## src/rtl/rtc_pkg.sv

```systemverilog
// Shared constants and types for the RTC read sequencer: frame timing windows,
// the RTC register address table, init-write values and the FSM state type.
package rtc_pkg;

  localparam int unsigned N_REGS = 11;

  // Frame timing, expressed as contador values.
  localparam logic [7:0] CYCLE_LAST = 8'd236;  // CYCLE_LEN (237) - 1
  localparam logic [7:0] ADDR_START = 8'd10;
  localparam logic [7:0] ADDR_END   = 8'd69;
  localparam logic [7:0] DATA_START = 8'd90;
  localparam logic [7:0] SAMPLE_PT  = 8'd150;
  localparam logic [7:0] DATA_END   = 8'd229;

  localparam logic [3:0] LAST_IDX = 4'(N_REGS - 1);

  localparam logic [7:0] INIT_ADDR = 8'h02;
  localparam logic [7:0] INIT_DATA = 8'h10;

  localparam logic [7:0] RTC_ADDR [0:10] = '{
    8'd21, 8'd22, 8'd23, 8'd24, 8'd25, 8'd26, 8'd33, 8'd34, 8'd35, 8'd240, 8'd241
  };

  typedef enum logic [1:0] {
    StIdle,
    StInitWr,
    StRun,
    StDone
  } state_e;

  // Bounded lookup so out-of-range indices read as zero rather than X.
  function automatic logic [7:0] rtc_addr(input logic [3:0] idx);
    logic [7:0] a;
    a = 8'h00;
    if (idx <= LAST_IDX) a = RTC_ADDR[idx];
    return a;
  endfunction

endpackage

```

## src/rtl/rtc_phase_decode.sv

```systemverilog
// Combinational decode of the frame phase (contador) and FSM state into the
// next values of the RTC bus strobes, the pad output enable and the sample strobe.
module rtc_phase_decode
  import rtc_pkg::*;
(
  input  state_e     state,
  input  logic [7:0] contador,
  output logic       cs_n,
  output logic       rd_n,
  output logic       wr_n,
  output logic       ad_n,
  output logic       ad_oe,
  output logic       sample
);

  logic in_addr;
  logic in_data;

  // Window decode; outside both windows everything is released.
  always_comb begin
    in_addr = (contador >= ADDR_START) && (contador <= ADDR_END);
    in_data = (contador >= DATA_START) && (contador <= DATA_END);
    cs_n    = 1'b1;
    rd_n    = 1'b1;
    wr_n    = 1'b1;
    ad_n    = 1'b1;
    ad_oe   = 1'b0;
    sample  = 1'b0;
    unique case (state)
      StRun: begin
        if (in_addr) begin
          ad_n  = 1'b0;
          cs_n  = 1'b0;
          wr_n  = 1'b0;
          ad_oe = 1'b1;
        end else if (in_data) begin
          cs_n   = 1'b0;
          rd_n   = 1'b0;
          sample = (contador == SAMPLE_PT);
        end
      end
      StInitWr: begin
        if (in_addr) begin
          ad_n  = 1'b0;
          cs_n  = 1'b0;
          wr_n  = 1'b0;
          ad_oe = 1'b1;
        end else if (in_data) begin
          cs_n  = 1'b0;
          wr_n  = 1'b0;
          ad_oe = 1'b1;
        end
      end
      default: ;
    endcase
  end

endmodule

```

## src/rtl/rtc_read_sequencer.sv

```systemverilog
// RTC read sequencer: on start, runs a burst of N_REGS multiplexed address/data
// read frames and latches each returned byte into data_vga.
// Optional feature: define RTC_INIT_WR_EN to issue one init write frame after reset.
module rtc_read_sequencer
  import rtc_pkg::*;
(
  input  logic       clk,
  input  logic       reset,
  input  logic       start,
  output logic       busy,
  output logic       done,
  output logic [7:0] contador,
  output logic       Read,
  output logic [3:0] reg_idx,
  output logic [7:0] data_vga,
  output logic       cs_n,
  output logic       rd_n,
  output logic       wr_n,
  output logic       ad_n,
  output logic [7:0] ad_out,
  output logic       ad_oe,
  input  logic [7:0] ad_in
);

`ifdef RTC_INIT_WR_EN
  localparam state_e ResetState = StInitWr;
`else
  localparam state_e ResetState = StIdle;
`endif

  state_e     state_q, state_d;
  logic [7:0] cnt_q, cnt_d;
  logic [3:0] idx_q, idx_d;
  logic [7:0] data_q;
  logic       cs_n_q, rd_n_q, wr_n_q, ad_n_q, ad_oe_q;
  logic [7:0] ad_out_q, ad_out_d;

  logic dec_cs_n, dec_rd_n, dec_wr_n, dec_ad_n, dec_ad_oe, dec_sample;

  rtc_phase_decode u_decode (
    .state    (state_q),
    .contador (cnt_q),
    .cs_n     (dec_cs_n),
    .rd_n     (dec_rd_n),
    .wr_n     (dec_wr_n),
    .ad_n     (dec_ad_n),
    .ad_oe    (dec_ad_oe),
    .sample   (dec_sample)
  );

  // Next state, frame counter and transaction index.
  always_comb begin
    state_d = state_q;
    cnt_d   = cnt_q;
    idx_d   = idx_q;
    unique case (state_q)
      StIdle: begin
        cnt_d = 8'd0;
        if (start) begin
          state_d = StRun;
          idx_d   = 4'd0;
        end
      end
      StInitWr: begin
        if (cnt_q == CYCLE_LAST) begin
          cnt_d   = 8'd0;
          state_d = StIdle;
        end else begin
          cnt_d = cnt_q + 8'd1;
        end
      end
      StRun: begin
        if (cnt_q == CYCLE_LAST) begin
          cnt_d = 8'd0;
          if (idx_q == LAST_IDX) state_d = StDone;
          else                   idx_d   = idx_q + 4'd1;
        end else begin
          cnt_d = cnt_q + 8'd1;
        end
      end
      StDone: begin
        cnt_d   = 8'd0;
        state_d = StIdle;
      end
      default: state_d = StIdle;
    endcase
  end

  // Bus value to drive; zero whenever the pad is released.
  always_comb begin
    ad_out_d = 8'h00;
    if (dec_ad_oe) begin
      if (state_q == StInitWr) ad_out_d = dec_ad_n ? INIT_DATA : INIT_ADDR;
      else                     ad_out_d = rtc_addr(idx_q);
    end
  end

  // State, counters, captured byte and registered bus strobes.
  always_ff @(posedge clk) begin
    if (reset) begin
      state_q  <= ResetState;
      cnt_q    <= 8'd0;
      idx_q    <= 4'd0;
      data_q   <= 8'h00;
      cs_n_q   <= 1'b1;
      rd_n_q   <= 1'b1;
      wr_n_q   <= 1'b1;
      ad_n_q   <= 1'b1;
      ad_oe_q  <= 1'b0;
      ad_out_q <= 8'h00;
    end else begin
      state_q  <= state_d;
      cnt_q    <= cnt_d;
      idx_q    <= idx_d;
      if (dec_sample) data_q <= ad_in;
      cs_n_q   <= dec_cs_n;
      rd_n_q   <= dec_rd_n;
      wr_n_q   <= dec_wr_n;
      ad_n_q   <= dec_ad_n;
      ad_oe_q  <= dec_ad_oe;
      ad_out_q <= ad_out_d;
    end
  end

  assign busy     = (state_q == StRun) || (state_q == StInitWr);
  assign done     = (state_q == StDone);
  assign Read     = (state_q != StRun);
  assign contador = cnt_q;
  assign reg_idx  = idx_q;
  assign data_vga = data_q;
  assign cs_n     = cs_n_q;
  assign rd_n     = rd_n_q;
  assign wr_n     = wr_n_q;
  assign ad_n     = ad_n_q;
  assign ad_oe    = ad_oe_q;
  assign ad_out   = ad_out_q;

endmodule
```

## config.mk

```make
export PLATFORM = sky130hd
export DESIGN_NAME = rtc_read_sequencer
export DESIGN_NICKNAME = d
export VERILOG_FILES = /design/src/rtl/rtc_pkg.sv /design/src/rtl/rtc_phase_decode.sv /design/src/rtl/rtc_read_sequencer.sv
export SDC_FILE = /design/constraint.sdc
export NUM_CORES = 1
export LEC_CHECK = 0
export CELL_PAD_IN_SITES_DETAIL_PLACEMENT = 0
export CELL_PAD_IN_SITES_GLOBAL_PLACEMENT = 1
export CORE_ASPECT_RATIO = 0.7
export CORE_MARGIN = 5
export CORE_UTILIZATION = 50
export CTS_BUF_LIST = sky130_fd_sc_hd__clkbuf_16
export CTS_CLUSTER_SIZE = 14
export DETAILED_ROUTE_END_ITERATION = 8
export DONT_BUFFER_PORTS = 1
export HOLD_SLACK_MARGIN = 0.1
export PLACE_DENSITY_LB_ADDON = 0.1
export SLEW_MARGIN = 25
export SYNTH_ARGS = -nofsm -noshare
export SYNTH_HDL_FRONTEND = slang
export SYNTH_HIERARCHICAL = 1
export SYNTH_SLANG_ARGS = --single-unit
export TNS_END_PERCENT = 10
```

## constraint.sdc

```tcl
create_clock -name clk -period 2.9 [get_ports clk]
set_input_delay 0.435 -clock clk [delete_from_list [all_inputs] [get_ports clk]]
set_output_delay 0.435 -clock clk [all_outputs]
set_load 0.03 [all_outputs]
```

# Word level (Yosys, flattened, before mapping)
# Memories as Yosys holds them, arrays and structs flattened.
# Cells that the tools add are included.
[totals]
reg_bits = 35
mem_count = 1
romBits = 128
inputBits = 11
output_inout_bits = 36
word_cells = 75
[op_classes]
n_bitwise = 4
n_mux = 28
order_cmp = 6
n_addsub = 2
n_reduce_logical = 12
eq_ne = 12
[mem_list]
columns = ["memory", "words", "width", "read_ports", "rd_clocked_by_memory_dff", "write_ports", "line", "rtl"]
rows = [
  ["(name not given)", 16, 8, 1, 0, 0, "rtc_pkg.sv:35", "if (idx <= LAST_IDX) a = RTC_ADDR[idx];"],
]
[op_table]
columns = ["op", "count"]
rows = [
  ["two-way mux 8 bit", 5],
  ["== test 8 bit, second input constant", 2],
  ["case mux 8 bit (2 select lines)", 1],
  ["two-way mux 4 bit", 3],
  ["inequality test 2 bit, second input constant", 6],
  ["two-way mux 1 bit", 10],
  ["adder 8 x 1 -> 8 bit, second input constant", 1],
  ["greater-or-equal comparator 8 x 4 -> 1 bit, second input constant", 1],
  ["greater-or-equal comparator 8 x 7 -> 1 bit, second input constant", 1],
  ["less-or-equal comparator 8 x 7 -> 1 bit, second input constant", 1],
  ["less-or-equal comparator 8 bit, second input constant", 1],
  ["two-way mux 2 bit", 4],
  ["case mux 2 bit (4 select lines)", 1],
  ["case mux 4 bit (2 select lines)", 1],
  ["AND reduction 4 bit", 2],
  ["OR reduction 2 bit", 4],
  ["greater-or-equal comparator 5 bit, second input constant", 1],
  ["two-way mux 5 bit", 1],
  ["NOT 4 -> 5 bit", 1],
  ["adder 4 x 1 -> 4 bit, second input constant", 1],
  ["== test 2 bit, second input constant", 2],
  ["== test 4 bit, second input constant", 1],
  ["less-or-equal comparator 4 bit, second input constant", 1],
  ["case mux 1 bit (2 select lines)", 2],
  ["other kinds (7)", 10],
]

# Depth between registers and ports, before layout
[logic_depth]
ltp_word = 7
mapped_depth = 8
depth_no_buf = 8

# Hierarchy
# Netlist, hierarchy kept.
[by_module_without_submodules]
columns = ["module", "cells_each", "n_inst", "area_per_inst_um2"]
rows = [
  ["rtc_read_sequencer", 169, 1, 1587.8],
  ["rtc_phase_decode", 30, 1, 215.2],
]

# Least setup slack after synthesis
# Ideal clock, no wire load.
[synth_path]
path_type = "register to register"
startpoint = "register cnt_q[2], in the netlist contador[2]"
endpoint = "register data_q[0], in the netlist data_vga[0]"
arrival_time_ps = 1951
stages_incl_launch_ff = 8
setup_time_ps = 128
setup_slack_ps = 821
required_time_ps = 2772
cell_sequence = "dfxtp_1 > a211o_1 > nor4b_4 > nor2_2 > and4_2 > clkbuf_1 > mux2i_1 > nor2_1"
[synth_between]
elab_chain_cells = 5
[synth_rtl]
columns = ["item", "line", "rtl"]
rows = [
  ["from (decl)", "rtc_read_sequencer.sv:32", "logic [7:0] cnt_q, cnt_d;"],
  ["from (signal assigned)", "rtc_read_sequencer.sv:113", "cnt_q <= cnt_d;"],
  ["greater-or-equal comparator 8 x 7 -> 1 bit or less-or-equal comparator 8 bit (tied branches)", "rtc_phase_decode.sv:22", "in_data = (contador >= DATA_START) && (contador <= DATA_END);"],
  ["logical AND 1 bit", "rtc_phase_decode.sv:22", ""],
  ["two-way mux 1 bit", "rtc_phase_decode.sv:36", "end else if (in_data) begin"],
  ["two-way mux 1 bit *", "rtc_phase_decode.sv:31", "if (in_addr) begin"],
  ["two-way mux 1 bit *", "rtc_phase_decode.sv:29", "unique case (state)"],
  ["named net dec_sample", "rtc_read_sequencer.sv:38", "logic dec_cs_n, dec_rd_n, dec_wr_n, dec_ad_n, dec_ad_oe, dec_sample;"],
  ["to (signal assigned)", "rtc_read_sequencer.sv:115", "if (dec_sample) data_q <= ad_in;"],
  ["to (decl)", "rtc_read_sequencer.sv:34", "logic [7:0] data_q;"],
]
# The timed path passes the listed nets; every way through them passes the cells marked *.
# A chain may end at the register's enable or synchronous reset.

# Worst setup path in the final report
[layout_path]
startpoint = "register cnt_q[2], in the netlist contador[2]"
endpoint = "register ad_out_q[0], in the netlist ad_out[0]"
[layout_between]
elab_chain_cells = 7
[layout_rtl]
columns = ["item", "line", "rtl"]
rows = [
  ["greater-or-equal comparator 8 x 7 -> 1 bit or less-or-equal comparator 8 bit (tied branches)", "rtc_phase_decode.sv:22", ""],
  ["logical AND 1 bit", "rtc_phase_decode.sv:22", ""],
  ["two-way mux 1 bit", "rtc_phase_decode.sv:48", "end else if (in_data) begin"],
  ["two-way mux 1 bit", "rtc_phase_decode.sv:43", "if (in_addr) begin"],
  ["case mux 1 bit (2 select lines) *", "rtc_phase_decode.sv:29", ""],
  ["named net dec_ad_oe", "rtc_read_sequencer.sv:38", ""],
  ["NOT 1 bit (no source line) *", "--", ""],
  ["OR reduction 2 bit (no source line) *", "--", ""],
  ["to (signal assigned)", "rtc_read_sequencer.sv:121", "ad_out_q <= ad_out_d;"],
  ["to (decl)", "rtc_read_sequencer.sv:36", "logic [7:0] ad_out_q, ad_out_d;"],
]
# Marks and branches as above.

==> summary.txt <==
Status
  – Run status: finished clean

Synth
  – Synth Register Bits: 34
  – Cell taking the most area after synthesis: dfxtp_1
  – Fraction of registers with async set/reset: 0%
  – Mean Syn Cell Area: 9.06 um^2
  – Top-count cell post-synth: dfxtp_1
  – Post-Syn Instances: 199
  – Synth cell count leaders: 34 x dfxtp_1, 25 x nor2_1, 15 x ha_1
  – Commonest register cell after synthesis: dfxtp_1
  – EDFF count, synth: 0
  – Area share of the largest cell type after synthesis: 37.8%
  – Top cells by area, synth: dfxtp_1 38%, ha_1 10%, mux2i_1 6.1%
  – Syn_nets: 225
  – Post-Syn Area: 1800 um^2
  – Syn. warnings: 6
  – Sequential area share after synthesis: 37.8%
  – Yosys cell types: 48

Setup path
  – Max incr delay on CP: 700 ps
  – Reg2Reg Launch Point: contador[2]$_SDFF_PP0_
  – Worst Path Required: 3090 ps
  – Reg2Reg Capture Point: ad_out[0]$_SDFF_PP0_
  – CP Cell Sequence: o21ai_0 -> a211oi_1 -> o21ai_0 -> a21oi_1 -> nand2b_1 -> nor2_1 -> nand2_1 -> a211oi_1
  – CP Class: flip-flop to flip-flop
  – FF-to-FF path depth: 8
  – Crit path max-delay cell type: dfxtp_1
  – Data arrival time of the worst path: 2540 ps
  – R2r setup slk: 550 ps
  – Biggest fanout along the worst timing path: 11
  – CP startpoint kind: flip-flop
  – CP endpoint kind: flip-flop

Power and ir drop
  – Worst vdd ir: 0.313 mV
  – Cell area power density: 648 nW/um^2
  – Leakage: 0.757 nW

Place
  – Cells after DPL: 244
  – Port Buf Inserts: 0
  – Post-DP HPWL: 2.92 mm
  – Pre-CTS setup slack: 584 ps
  – Post-DP Area: 1850 um^2
  – Gpl congestion: 0.836

STA
  – Skew final: 5.06 ps
  – Worst slew pin tran: 682 ps
  – Final setup violation count: 0
  – Max-slew violations: 0
  – Fin worst setup slack: 555 ps
  – Minimum clock period: 2350 ps
  – Unrepaired setup endpoints after global routing: no
  – Final Hold Vio Count: 0
  – Fmax: 426 MHz
  – Setup TNS: 0 ps
  – Slew HR: 54.5%
  – Period utilization: 80.9%

Die
  – Ports: 47
  – Core area: 3490 um^2
  – Initial Utilization: 51.6%
  – Die Span Y: 60.2 um
  – Die W: 81.8 um
  – Die area: 4930 um^2
  – Rows: 18

Clocking
  – Sinks on Clock Net: 34
  – CTS resizes: 0
  – Clk root buf: clkbuf_16
  – Worst-path clk slew: 60 ps
  – Total clock buffers created by CTS: 5
  – CTS tree: built
  – Worst skew pair latency: 280 ps
  – Hold_buf cts: 0
  – H-tree Lvls: 2
  – Max clock buf depth: 2
  – Setup Buffers After CTS: 0

Cells and area
  – Area grow syn2layout: 13.2%
  – Share of layout cells above drive strength 1: 11.4%
  – # diodes: 0
  – Post-Layout Inst Area: 2040 um^2
  – Fill count: 321
  – Post-layout util: 58.5%
  – Fin cells: 252
  – Nets@finish: 227

Worst hold path
  – HP Class: input pin to flip-flop
  – Hold_sp: reset
  – Min-Delay Endpoint: data_vga[7]$_SDFFE_PP0P_
  – Hold path cells: 1

Routing
  – DR iter-0 viols: 103
  – TritonRoute pass-1 iters: 4
  – Routed WL: 3.91 mm
  – Number of antenna-violating nets in the routed design: 0
  – Routed len/inst: 15.5 um
  – DRC: 0
  – Via total after detailed routing: 1451
  – Avg Vias per Cell: 5.76

GRT
  – Overall routing resource usage: 16.9%
  – Remaining Overflow, GRT: 0
  – Global-route wire length before repair: 6.26 mm
  – Vias in the first global route: 1304
  – Antenna violations before repair: 0
  – Pin count of the biggest net entering global routing: 21

Flow run
  – Max-cap violation count: 0
flip-flops by register name (all words and copies together), names as in the netlist:
register and count:
data_vga 8, state_q 2, cs_n 1, ad_out 7, wr_n 1, rd_n 1, reg_idx 4, contador 8
ad_oe 1, ad_n 1
power by group:
part	internal, mW	switching [mW]	leakage [nW]
logic	0.0472	0.0882	0.388
clock network	0.493	0.195	0.0940
registers	0.476	0.0231	0.274
total	1.02	0.306	0.757
cell usage in the layout (no fill, tap or decap), types with 3 or more instances in the layout:
| cell type | n |
|---|---|
| nor2b_1 | 4 |
| xnor2_1 | 4 |
| ha_1 | 15 |
| o21ai_0 | 5 |
| nand4_1 | 6 |
| buf_4 | 3 |
| nor4_1 | 3 |
| or2_2 | 5 |
| dfxtp_1 | 34 |
| nand3_1 | 10 |
| nand2_1 | 7 |
| a21oi_1 | 4 |
| nor3_1 | 4 |
| nand2b_1 | 3 |
| nor2_1 | 25 |
| inv_1 | 14 |
| mux2i_1 | 11 |
| o2111ai_1 | 4 |
| a211oi_1 | 3 |
| clkbuf_16 | 5 |
worst max path at each step:
| stage | cells past startpoint | end | slack, ps | from |
|---|---|---|---|---|
| after global placement | 8 | ad_out[0]$_SDFF_PP0_ | 680 | contador[2]$_SDFF_PP0_ |
| final | 8 | ad_out[0]$_SDFF_PP0_ | 550 | contador[2]$_SDFF_PP0_ |
| after floorplan | 7 | data_vga[0]$_SDFFE_PP0P_ | 820 | contador[2]$_SDFF_PP0_ |
| after global routing | 8 | ad_out[0]$_SDFF_PP0_ | 290 | contador[2]$_SDFF_PP0_ |
| after detailed placement | 8 | ad_out[0]$_SDFF_PP0_ | 580 | contador[3]$_SDFF_PP0_ |
| after CTS | 8 | ad_out[0]$_SDFF_PP0_ | 570 | contador[2]$_SDFF_PP0_ |
final cells by class:
| cell class | count | area [um^2] | area share [%] |
|---|---|---|---|
| multi-input combinational | 143 | 1030 | 50.4 |
| inverter | 14 | 52.6 | 2.58 |
| clock inverter | 3 | 68.8 | 3.37 |
| clock buffer | 5 | 125 | 6.13 |
| tap | 50 | 62.6 | 3.07 |
| sequential | 34 | 681 | 33.4 |
| timing repair buffer | 3 | 22.5 | 1.10 |
kinds of logic (layout without fill, tap and decap cells):
| family | after synthesis | in the layout | share of synthesized area [%] |
|---|---|---|---|
| and+or+nand+nor | 79 | 79 | 24.6 |
| DFF | 34 | 34 | 37.8 |
| AOI/OAI and AO/OA | 32 | 32 | 13.0 |
| buffers and inverters | 22 | 25 | 5.20 |
| adders and majority gates | 15 | 15 | 10.4 |
| muxes | 11 | 11 | 6.11 |
| xor gates and xnor gates | 6 | 6 | 2.91 |
critical path: cells and delay by family, from the launching register on:
| kind | cells | cell delay [ps] |
|---|---|---|
| AND/OR/NAND/NOR | 3 | 440 |
| AO/OA/AOI/OAI | 5 | 1120 |
| flip-flops | 1 | 700 |
routing by layer:
layer | routed length, um | global-route usage [%] | part of all wire, % | up-vias
met5 | 0 | 0 | 0 | -
met4 | 85 | 7.82 | 2.2 | 0
met3 | 371 | 6.02 | 9.5 | 12
met2 | 1610 | 23.6 | 41 | 55
met1 | 1850 | 23.0 | 47 | 666
li1 | - | - | - | 718
stage by stage:
| stage | power, mW | hold slack [ps] |
|---|---|---|
| 3_5_place_dp | 0.643 | 513 |
| 4_1_cts | 1.33 | 219 |
| 2_1_floorplan | 0.624 | 564 |
| 3_3_place_gp | 0.640 | 512 |
| 5_1_grt | 1.37 | 216 |
| 6_report | 1.32 | 230 |
Note: power is estimated with default switching activity, not from simulation.
